[src/rtl/serial_pattern_detector_pkg.sv]
// Shared constants and state encoding for the serial pattern detector lab blocks.
package serial_pattern_detector_pkg;

  localparam int unsigned DEF_N       = 4;
  localparam logic [3:0]  DEF_PATTERN = 4'b1011;
  localparam int unsigned DEF_CW      = 8;

  // FILL until the first full window of valid bits is in, RUN afterwards.
  typedef enum logic {
    ST_FILL = 1'b0,
    ST_RUN  = 1'b1
  } state_e;

endpackage

[src/rtl/sat_counter.sv]
// Saturating event counter with a sticky saturation flag; reusable by other lab blocks.
module sat_counter
  import serial_pattern_detector_pkg::*;
#(
  parameter int unsigned CW = DEF_CW
) (
  input  logic          clk,
  input  logic          reset,
  input  logic          clear,
  input  logic          inc,
  output logic [CW-1:0] count,
  output logic          sat
);

  localparam logic [CW-1:0] MAX = '1;

  logic [CW-1:0] count_q, count_d;
  logic          sat_q, sat_d;

  // Next count: clear wins, otherwise increment until all-ones and latch the flag.
  always_comb begin
    count_d = count_q;
    sat_d   = sat_q;
    if (clear) begin
      count_d = '0;
      sat_d   = 1'b0;
    end else begin
      if (inc && (count_q != MAX)) begin
        count_d = count_q + CW'(1);
      end
      sat_d = sat_q | (count_d == MAX);
    end
  end

  // Counter and flag registers.
  always_ff @(posedge clk or negedge reset) begin
    if (!reset) begin
      count_q <= '0;
      sat_q   <= 1'b0;
    end else begin
      count_q <= count_d;
      sat_q   <= sat_d;
    end
  end

  assign count = count_q;
  assign sat   = sat_q;

endmodule

[src/rtl/serial_pattern_detector.sv]
// Detects a fixed N-bit pattern (overlapping) in a gated serial stream and counts matches.
module serial_pattern_detector
  import serial_pattern_detector_pkg::*;
#(
  parameter int unsigned  N       = DEF_N,
  parameter logic [N-1:0] PATTERN = N'(DEF_PATTERN),
  parameter int unsigned  CW      = DEF_CW
) (
  input  logic          clk,
  input  logic          reset,
  input  logic          clear,
  input  logic          din,
  input  logic          din_valid,
  output logic          match,
  output logic [CW-1:0] match_count,
  output logic          count_sat,
  output logic          window_full
);

  localparam int unsigned   FW        = $clog2(N);
  localparam logic [FW-1:0] FILL_LAST = FW'(N - 1);

  state_e        state_q, state_d;
  logic [N-1:0]  window_q, window_d;
  logic [FW-1:0] fill_q, fill_d;
  logic          match_q, match_d;
  logic [N-1:0]  window_shift_c;
  logic          last_fill_c;

  // Window as it would look after accepting the current bit; MSB is the oldest bit.
  assign window_shift_c = {window_q[N-2:0], din};
  assign last_fill_c    = (fill_q == FILL_LAST);

  // Next-state logic: shifter, fill counter, FILL/RUN FSM and pattern compare.
  always_comb begin
    state_d  = state_q;
    window_d = window_q;
    fill_d   = fill_q;
    match_d  = 1'b0;
    if (clear) begin
      state_d  = ST_FILL;
      window_d = '0;
      fill_d   = '0;
    end else if (din_valid) begin
      window_d = window_shift_c;
      // The Nth bit may complete a pattern, so compare while it is being accepted.
      match_d  = (window_shift_c == PATTERN) && ((state_q == ST_RUN) || last_fill_c);
      if (state_q == ST_FILL) begin
        if (last_fill_c) begin
          state_d = ST_RUN;
        end else begin
          fill_d = fill_q + FW'(1);
        end
      end
    end
  end

  // State, window, fill counter and match pulse registers.
  always_ff @(posedge clk or negedge reset) begin
    if (!reset) begin
      state_q  <= ST_FILL;
      window_q <= '0;
      fill_q   <= '0;
      match_q  <= 1'b0;
    end else begin
      state_q  <= state_d;
      window_q <= window_d;
      fill_q   <= fill_d;
      match_q  <= match_d;
    end
  end

  // Match counter advances on the same edge the match pulse is raised.
  sat_counter #(
    .CW(CW)
  ) u_match_cnt (
    .clk  (clk),
    .reset(reset),
    .clear(clear),
    .inc  (match_d),
    .count(match_count),
    .sat  (count_sat)
  );

  assign match       = match_q;
  assign window_full = (state_q == ST_RUN);

endmodule

[config.mk]
export PLATFORM = sky130hd
export DESIGN_NAME = serial_pattern_detector
export DESIGN_NICKNAME = d
export VERILOG_FILES = /design/src/rtl/serial_pattern_detector_pkg.sv /design/src/rtl/sat_counter.sv /design/src/rtl/serial_pattern_detector.sv
export SDC_FILE = /design/constraint.sdc
export NUM_CORES = 1
export LEC_CHECK = 0
export ABC_AREA = 0
export BUFFER_PORTS_ARGS = -buffer_cell sky130_fd_sc_hd__buf_2
export CORE_ASPECT_RATIO = 0.75
export CORE_UTILIZATION = 35
export DETAILED_ROUTE_END_ITERATION = 6
export GPL_TIMING_DRIVEN = 0
export PLACE_DENSITY = 0.63
export SLEW_MARGIN = 20
export SYNTH_ARGS = -nofsm -noshare
export SYNTH_HDL_FRONTEND = slang
export SYNTH_SLANG_ARGS = --single-unit
[constraint.sdc]
create_clock -name clk -period 2 [get_ports clk]
set_input_delay 0.2 -clock clk [delete_from_list [all_inputs] [get_ports clk]]
set_output_delay 0.2 -clock clk [all_outputs]
set_load 0.05 [all_outputs]
==> run metrics <==
outcome=finished, final reports clean; clock buffer depth=2; Synth top area share=0.4463; WHS Endpoint=u_match_cnt.count[1]; H-tree levels=1; drt pass-1 iters=4; Mapped Cells=between 80 and 90; TNS Setup=0 ns; diode count=0; Synth Register Bits=16; final hold vios=0; leading area contributor after synthesis=dfrtp_1; Multi-input gate area=465.4 sq um; Root Buffer=clkbuf_4; depth of the most critical reg-to-reg path=6; Synth warnings=0; Initial Utilization=0.3794; num ports=16; DR WL/cell=12.33 um; final net count=between 100 and 150; Worst Skew=0.002096 ns; Worst Hold Depth=2; delay-heaviest family, CP=compound AO/OA/AOI/OAI gates; CTS sink count=16; Crit Path Category=reg2reg; via count=roughly 720; reg2reg start=u_match_cnt.count[0]; register area=402.9 sq um; worst hold path type=in2reg; largest net degree at the start of global routing=17; number of max-cap violations=0; Netlist cell types=36; worst slew pin tran=between 0.4 and 0.5 ns; Slew Limit Fails=0; IO Port Bufs=14; Setup Viol. Count Final=0; global route overflow=0; CTS tree=yes; EDFF count, synth=0; FF-to-FF End=u_match_cnt.sat; row count=15; share of layout cells above drive strength 1=0.3019; WP data required=~2.2 ns; Clock Latency Late Sink=just under 0.3 ns; Die H=between 40 and 50 um; initial antenna violation count=0; Layout Utilization=0.4487; most common cell in the synthesized netlist=dfrtp_1; Synth area leaders=dfrtp_1 (45%), mux2i_1 (5.6%), nor2_1 (5.4%); Post-DP HPWL=1210 um; CP Cell Sequence=ha_2, and4_4, a211oi_4, xnor2_1, nor2_1, a32o_1; P_leak=around 0.47 nW; fin crit share=0.9591; CP endpoint kind=flop; RSZ-0062 raised after global routing=true; postcts setup bufs=0; r2r setup slk=0.08 ns; Worst-path clk slew=0.09 ns; VDD IR max=189.0 uV; post-route minimum period=1.918 ns; Antenna Violating Nets Remaining=0; Area growth syn-to-layout=18.27%; Avg Cell Area, Syn=10.31 sq um; detailed-route DRC error count=0; first-pass GRT wire length=2801 um; Hold Startpoint=clear; CTS Buf Count=3; global-route usage over all layers=0.1403; Achievable Freq=521.3 MHz; Max-Slew Margin vs Limit=0.7144; Post-Syn Area=897.1 sq um; GPL Wtd Cong=0.8340; Layout fillers=around 240; Final Power=between 0.5 and 0.6 mW; asr flop ratio synth=1.000; syn_nets=94; die area=2772 sq um; core area=between 2000 and 2500 sq um; CP arrival=2.10 ns; synth cell count leaders=dfrtp_1 (16), nor2_1 (13), nand2_1 (6); post-synthesis sequential area ratio=0.4463; Crit-path slowest cell=dfrtp_2; vias in the first global route=604; chip width=60.46 um; Pwr Density=561.8 nW/um^2; number of vias per cell=5.107; crit-path max cell delay=0.45 ns; CP max FO=8; CP startpoint kind=flop; predominant post-synthesis flop cell=dfrtp_1; Post-Route WL=1726 um; CP bufs+invs=0; number of DRC markers in iteration 0=26
[repair_timing]
item / in CTS / in global routing
hold buffers: 1 / 0
setup endpoints to repair: 0 / 2
hold endpoints to repair: 16 / 0
gates resized for setup: 0 / 1
[worst max-delay path by stage]
stage                     cells after the start  slack, ns         endpoint                  from
final                                         6       0.08  u_match_cnt.sat  u_match_cnt.count[0]
after global routing                          6     -0.006  u_match_cnt.sat  u_match_cnt.count[0]
after CTS                                     6       0.02  u_match_cnt.sat  u_match_cnt.count[0]
after detailed placement                      6       0.04  u_match_cnt.sat  u_match_cnt.count[0]
after global placement                        6       0.06  u_match_cnt.sat  u_match_cnt.count[0]
after floorplan                               6       0.06  u_match_cnt.sat  u_match_cnt.count[0]
[report_power, final]
group	total (mW)	switching [mW]	leakage, nW	internal, mW
clock	0.215	0.104	0.0210	0.111
sequential	0.336	0.00597	0.218	0.330
combinational	0.0443	0.0263	0.230	0.0180
[through the flow]
step | hold slack [ns] | setup slack (ns) | area [sq um] | cells
6_report | 0.1676 | 0.08184 | 1061 | 140
5_1_grt | 0.1730 | -0.006425 | 1061 | 140
4_1_cts | 0.1610 | 0.02255 | 1059 | 140
3_5_place_dp | 0.1309 | 0.04313 | 1012 | 135
3_3_place_gp | 0.1308 | 0.05505 | 1012 | 135
2_1_floorplan | -0.09559 | 0.06403 | 899.6 | 87
[kinds of logic after synthesis]
group           after synthesis  synth area share
xor+xnor                      4           0.03906
compound gates               13            0.1283
fa+ha+maj                     2           0.02789
flops                        16            0.4463
buf+inv                       7           0.03765
mux                           5           0.05579
simple gates                 40            0.2650
[registers in the layout, summed over array words and instances (netlist names)]
name and flops:
window_q 3, u_match_cnt.count 8, window_full 1, u_match_cnt.sat 1, match 1, fill_q 2
[per-layer routing]
layer,vias up,global-route usage,routed length (um)
met5,-,0,0
met4,0,0.08636,39
met3,5,0.02841,41
met2,10,0.1978,760
met1,348,0.1961,885
li1,352,-,-
[area by class of cell]
type	instances	area share
tap	34	0.04009
timing repair buffer	15	0.07547
inverter	2	0.007075
multi-input combinational	64	0.4387
buffer	5	0.02476
clock buffer	4	0.03420
sequential	16	0.3797
[cells in the final DEF, fill, tap and decap left out, types with 2 or more instances in the layout]
cell,instances
clkbuf_4,3
and4_4,2
nor2_1,13
o21ai_0,2
buf_2,17
inv_1,2
dfrtp_1,14
xor2_1,2
nand3_1,5
mux2i_1,5
dfrtp_2,2
xnor2_1,2
nand4_1,2
nand2_1,6
a21oi_1,3
[worst reg2reg max path, delay by kind of cell, from the launching register on]
family	cells	cell delay (ns)
XOR/XNOR	1	0.19
AO/OA/AOI/OAI	2	0.63
flip-flops	1	0.45
adder cells (fa/ha/maj)	1	0.25
AND/OR/NAND/NOR	2	0.28
(Power assumes the default switching activity.)
